--- src/rtl/fwd_scoreboard.sv ---
// fwd_scoreboard: post-EX producer tracking, forward select and load-use stall; FWD_STALL_COUNT_EN adds a saturating stall counter
module fwd_scoreboard #(
  parameter int DEPTH = 2,
  parameter int NUM_SRC = 2,
  parameter int LOAD_READY = 2,
  localparam int SELW = $clog2(DEPTH + 1)
) (
  input  logic                      clk,
  input  logic                      rst,
  input  logic                      advance,
  input  logic                      flush,
  input  logic                      ex_valid,
  input  logic                      ex_regwrite,
  input  logic                      ex_is_load,
  input  logic [4:0]                ex_rd,
  input  logic [NUM_SRC*5-1:0]      src_rs,
  input  logic [NUM_SRC-1:0]        src_used,
  output logic [NUM_SRC*SELW-1:0]   fwd_sel,
  output logic                      stall,
  output logic [31:0]               stall_count
);
  logic [DEPTH:1]      valid_q, valid_d, ld_q, ld_d;
  logic [DEPTH:1][4:0] rd_q, rd_d;
  logic [NUM_SRC-1:0]  hz;
  always_comb begin
    fwd_sel = '0;
    hz = '0;
    for (int i = 0; i < NUM_SRC; i++)
      for (int k = DEPTH; k >= 1; k--)
        if (src_used[i] && valid_q[k] && rd_q[k] == src_rs[i*5 +: 5] && src_rs[i*5 +: 5] != 5'd0) begin
          fwd_sel[i*SELW +: SELW] = SELW'(k);
          hz[i] = ld_q[k] && (k < LOAD_READY);
        end
    stall = ex_valid && |hz;
  end
  always_comb begin
    valid_d = valid_q;
    rd_d = rd_q;
    ld_d = ld_q;
    if (advance) begin
      for (int k = DEPTH; k >= 2; k--) begin
        valid_d[k] = valid_q[k-1];
        rd_d[k] = rd_q[k-1];
        ld_d[k] = ld_q[k-1];
      end
      valid_d[1] = ex_valid && ex_regwrite && ex_rd != 5'd0 && !stall && !flush;
      rd_d[1] = ex_rd;
      ld_d[1] = ex_is_load;
    end
  end
  always_ff @(posedge clk) begin
    if (rst) begin
      valid_q <= '0;
      rd_q <= '0;
      ld_q <= '0;
    end else begin
      valid_q <= valid_d;
      rd_q <= rd_d;
      ld_q <= ld_d;
    end
  end
`ifdef FWD_STALL_COUNT_EN
  logic [31:0] cnt_q, cnt_d;
  always_comb cnt_d = (stall && advance && cnt_q != 32'hFFFF_FFFF) ? cnt_q + 32'd1 : cnt_q;
  always_ff @(posedge clk) cnt_q <= rst ? 32'd0 : cnt_d;
  assign stall_count = cnt_q;
`else
  assign stall_count = 32'd0;
`endif
endmodule

--- config.mk ---
export PLATFORM = sky130hd
export DESIGN_NAME = fwd_scoreboard
export DESIGN_NICKNAME = d
export VERILOG_FILES = /design/src/rtl/fwd_scoreboard.sv
export SDC_FILE = /design/constraint.sdc
export NUM_CORES = 1
export LEC_CHECK = 0
export CAP_MARGIN = 40
export CORE_MARGIN = 2
export CORE_UTILIZATION = 40
export DETAILED_ROUTE_END_ITERATION = 10
export GPL_TIMING_DRIVEN = 0
export HOLD_SLACK_MARGIN = 0.03
export PLACE_DENSITY = 0.85
export SYNTH_ARGS = -nofsm -noshare
export SYNTH_HDL_FRONTEND = slang
export SYNTH_SLANG_ARGS = --single-unit
--- constraint.sdc ---
create_clock -name clk -period 5.08 [get_ports clk]
set_input_delay 1.016 -clock clk [delete_from_list [all_inputs] [get_ports clk]]
set_output_delay 1.016 -clock clk [all_outputs]
set_load 0.02 [all_outputs]
==> Word level (Yosys, flattened, before mapping) <==
Cells that the tools add are included.
Widths: inputs -> output; s select.
{ "op_classes": {"eq_ne": 4, "n_mux": 6, "reduce_logical": 23} }
{ "op_table": {"columns": ["op", "n"], "rows": [
  ["$eq 5x5->1", 4],
  ["$logic_and 1x1->1", 17],
  ["$reduce_bool 5->1", 3],
  ["$mux 2", 4],
  ["$logic_not 1->1", 2],
  ["$mux 1", 2],
  ["$reduce_or 2->1", 1]
]} }
{ "word_totals": {"reg_bits": 13, "inputBits": 24, "output_inout_bits": 37, "elab_cells": 37} }

==> Logic depth before layout (Yosys ltp) <==
{ "logic_depth": {"word_depth": 9, "ltp_mapped": 5, "depth_no_buf": 5} }

==> Worst setup path before layout <==
OpenSTA, ideal clock, no wires.
{ "synth_timing": {"kind": "input port to output port", "from": "in src_rs[1]", "to": "out fwd_sel[1]", "arrival_ns": 2.479, "required_time_ns": 4.064, "setup_slack_ns": 1.585, "cell_stages": 4, "n_path_buf": 0, "cell_sequence": "or4_1 > o21a_1 > and4bb_4 > nor3b_1"} }
{ "synth_via": {"elab_chain_cells": 5} }
{ "synth_lines": {"columns": ["item", "line_no", "text"], "rows": [
  ["start: declaration", "16", "input logic [NUM_SRC*5-1:0] src_rs,"],
  ["$eq 5x5->1", "30", "if (src_used[i] && valid_q[k] && rd_q[k] == src_rs[i*5 +: 5] && src_rs[i*5 +: 5] != 5'd0) begin"],
  ["$logic_and 1x1->1 (2 in a row)", "30", null],
  ["$mux 2", "30", null],
  ["$mux 2 (*)", "30", null],
  ["end: declaration", "18", "output logic [NUM_SRC*SELW-1:0] fwd_sel,"]
]} }
Every way passes the cells marked *; elsewhere a longest branch is shown, timed or not.

==> Worst setup path in the final report <==
{ "layout_timing": {"from": "in src_rs[5]", "to": "out fwd_sel[3]"} }
Same word-level chain as after synthesis.

==> flow_results.org <==
** CTS
- Number of hold-repair buffers added at the cts stage :: 0
- TritonCTS clock tree :: done
- The clock passes through at most 2 buffers.
- Root cell of the clock tree :: sky130_fd_sc_hd__clkbuf_4
- Clock insertion delay at the later pin of the skew report :: 0.28 ns
- Clock input transition at the sequential cells of the worst setup and hold paths :: 0.07 ns
- CTS built an H-tree with a depth of 1.
- TritonCTS created 3 clock buffers.
- In this run, post-CTS repair resized a total of 0 instances.
- The clock net in this run drives a total of 13 sinks.
- Number of setup buffers added after CTS :: 0

** Setup path
- The number of cells on the worst reg-to-reg path is 5.
- The worst register-to-register path begins at rd_q[4].
- Critical Path End :: fwd_sel[3]
- Worst reg2reg endpoint :: valid_q[1]
- Reg2Reg Setup Slack :: 3.69 ns
- STA puts the critical path data arrival time at 3.29 ns.
- Path type of the worst setup path :: in2out
- In this run the worst setup path begins at src_rs[5].
- Required time at the endpoint of the critical path :: 4.06 ns
- Highest net fanout along the worst path :: 3
- CP Launch Type :: input port
- Kind of end point of the critical path :: output port

** Timing
- Setup violations remaining at the end of the flow were counted as 0.
- The clock period could shrink to 4.30 ns.
- On the final layout, the worst clock skew is 0.00135 ns.
- Final cycle utilization of the critical path :: 84.7%
- The number of hold-slack violations in the final timing report came to 0.
- Final count of pins violating max slew :: 0
- Smallest hold slack :: 0.548 ns
- Setup repair after global routing left no endpoint under its margin.
- Setup TNS after final layout :: 0 ns
- Static timing analysis puts the maximum clock frequency at 232 MHz.

** GRT
- For met2 alone, demand over resource in global routing was 27.4%.
- For met1 alone, demand over resource in global routing was 17.7%.
- Summed over all layers, the global routing overflow is 0.
- Busiest layer in global routing :: met2
- Initial antenna violation count :: 0
- Global routing used 15.8% of the available tracks.
- Largest net degree at the start of global routing :: 11
- Met3 Resource Use GR :: 1.91%
- The first global-routing pass estimated 3330 um of wire.
- The number of global-route vias before repair came to 812.

** Yosys
- Fraction of synthesized cell area taken by the top area cell type :: 25.2%
- The Yosys step of the flow raised 0 warnings.
- Fraction of the yosys area taken by sequential cells :: 25.2%
- The average instance in the mapped netlist occupies 9.05 um^2.
- Yosys mapped the design onto 22 distinct sky130hd cell types.
- Most used flip-flop cell after synthesis :: sky130_fd_sc_hd__dfxtp_1
- In the synthesized netlist the async set-or-reset flop fraction comes to 0%.
- Synth cell count leaders :: sky130_fd_sc_hd__buf_4 (32), sky130_fd_sc_hd__dfxtp_1 (13), sky130_fd_sc_hd__mux2i_1 (12), sky130_fd_sc_hd__nor2_1 (12)
- Post-synthesis cell type with the largest combined area :: sky130_fd_sc_hd__dfxtp_1
- Counting flops and latches in the post-synthesis netlist gives 13.
- Leading cell type by number of instances after synthesis :: sky130_fd_sc_hd__buf_4
- EDFF count, synth :: 0
- The cell count after synthesis came out at 114.
- The cell area that synthesis handed to floorplanning was 1030 um^2.
- Synth area leaders :: sky130_fd_sc_hd__dfxtp_1 (25%), sky130_fd_sc_hd__buf_4 (23%), sky130_fd_sc_hd__mux2i_1 (12%)

** Routing
- Total vias in the final route :: 880
- Routed wire length :: 2120 um
- First-pass DRT Iterations :: 4
- Number of nets with antenna violations after detailed routing :: 0
- Iteration-0 DRC count of the detailed router :: 8
- Average detailed-routed wire length per instance :: 10.3 um
- Number of remaining DRC errors :: 0
- In the routed layout, each cell is associated on average with a via count of 4.27.

** Job
- Across the run, the number of max-cap violations was 0.

** Final layout
- Compared with the post-synthesis result, the final layout area differs by 43.6%.
- Fin nets :: 201
- Fill cells in the final layout number 207.
- The number of antenna diodes in the final layout is 0.
- Ratio of cells with drive above 1 in the final layout :: 22.7%

** Power
- Of the total power, combinational logic draws 33.7%.
- PD cells :: 180 nW/um^2
- In this run switching power makes up 30.9% of total power.
- Sequential cells account for 42.1% of the total power.
- Switching power :: 82.2 uW
- VDD sags by at most 151 uV.
- The share of total power dissipated in the clock network is 24.2%.
- Cell-internal power :: 184 uW
- In this run the static leakage power is 0.000722 uW.

** Floorplan
- In this run the count of I/O pins placed on the die edge is 61.
- Placeable core region :: 2450 um^2
- Initial Util :: 42.0%
- The initialized floorplan defines 18 standard-cell rows.
- In this run the vertical extent of the chip is 54.8 um.
- Die boundary width :: 54.8 um
- Die area :: 3000 um^2

** Placed design
- Port Buf Inserts :: 27
- The congestion estimate from routability-driven global placement came to 0.853.

** Hold path
- The path class of the tightest hold or removal check is reg2reg.

** Outcome
- Status :: finished clean
-- worst min path at each step --
stage                     slack (ns)         end        from  cells after the start
after CTS                       0.55  valid_q[2]  valid_q[2]                      2
final                           0.55  valid_q[2]  valid_q[2]                      2
after global routing            0.57  valid_q[2]  valid_q[2]                      2
after global placement          0.51     ld_q[1]     ld_q[1]                      2
after floorplan                 0.48  valid_q[2]  valid_q[2]                      2
after detailed placement        0.54  valid_q[2]  valid_q[2]                      2
-- through the flow --
stage | utilization [%] | instance area (um^2) | setup slack (ns) | power (uW) | cells
floorplan | - | 1150 | 1.59 | 177 | 145
global placement | 59.3 | 1460 | 0.751 | 201 | 202
global route | 60.4 | 1480 | 0.673 | 280 | 206
detailed placement | 59.3 | 1460 | 0.760 | 203 | 202
finish | 60.4 | 1480 | 0.777 | 266 | 206
CTS | 60.4 | 1480 | 0.749 | 267 | 206
-- cells in the final DEF (no fill, tap or decap) --
cell type	netlist	routed
sky130_fd_sc_hd__conb_1	1	32
sky130_fd_sc_hd__buf_4	32	32
sky130_fd_sc_hd__xnor2_1	10	10
sky130_fd_sc_hd__and4b_1	1	1
sky130_fd_sc_hd__o21ai_0	1	1
sky130_fd_sc_hd__nor2_1	12	12
sky130_fd_sc_hd__nand4_1	2	2
sky130_fd_sc_hd__clkdlybuf4s50_1	0	27
sky130_fd_sc_hd__and4bb_4	2	2
sky130_fd_sc_hd__o21a_1	2	2
sky130_fd_sc_hd__a21o_1	1	1
sky130_fd_sc_hd__xor2_1	10	10
sky130_fd_sc_hd__a21oi_2	1	1
sky130_fd_sc_hd__clkbuf_1	2	3
sky130_fd_sc_hd__nor4_1	2	2
sky130_fd_sc_hd__nand3_1	2	2
sky130_fd_sc_hd__clkbuf_4	0	3
sky130_fd_sc_hd__buf_2	1	1
sky130_fd_sc_hd__nand2b_1	1	1
sky130_fd_sc_hd__dfxtp_1	13	13
sky130_fd_sc_hd__or4_1	3	3
sky130_fd_sc_hd__o211a_4	1	1
sky130_fd_sc_hd__nor3b_1	2	2
sky130_fd_sc_hd__mux2i_1	12	12
-- cell families (layout without fill, tap and decap cells) --
group / count (synthesis) / after routing / share of synthesized area [%]
AO/OA/AOI/OAI: 6 / 6 / 5.21
XOR/XNOR: 20 / 20 / 17.0
buffers and inverters: 35 / 66 / 24.5
flip-flops: 13 / 13 / 25.2
multiplexers: 12 / 12 / 11.6
other: 1 / 32 / 0.363
AND/OR/NAND/NOR: 27 / 27 / 16.1
-- registers in the layout, indices dropped and copies added (netlist names) --
register and count:
rd_q 10, valid_q 2, ld_q 1
-- power by group through the flow --
stage          registers, uW  logic (uW)  clock network (uW)
2_1_floorplan            113        64.2                   0
3_3_place_gp             114        86.9                   0
3_5_place_dp             115        89.0                   0
4_1_cts                  112        89.2                65.6
5_1_grt                  113        98.5                68.3
6_report                 112        89.8                64.5
-- metal layers --
layer | vias up | routed length [um]
met1 | 384 | 833
li1 | 446 | -
met3 | 4 | 185
met5 | - | 0
met2 | 46 | 1040
met4 | 0 | 61
-- area by class of cell --
class	instances	area [um^2]	area share [%]
tap	30	37.5	2.53
sequential	13	260	17.6
multi-input combinational	97	636	42.9
timing repair buffer	27	270	18.2
buffer	35	253	17.0
clock buffer	4	26.3	1.77
-- worst max-delay path: stages --
cell,delay (ns)
sky130_fd_sc_hd__clkdlybuf4s50_1,0.47
sky130_fd_sc_hd__or4_1,0.53
sky130_fd_sc_hd__o21a_1,0.19
sky130_fd_sc_hd__and4bb_4,0.21
sky130_fd_sc_hd__nor3b_1,0.23
sky130_fd_sc_hd__clkdlybuf4s50_1,0.64
No activity file was read; power rests on OpenSTA's default activity.
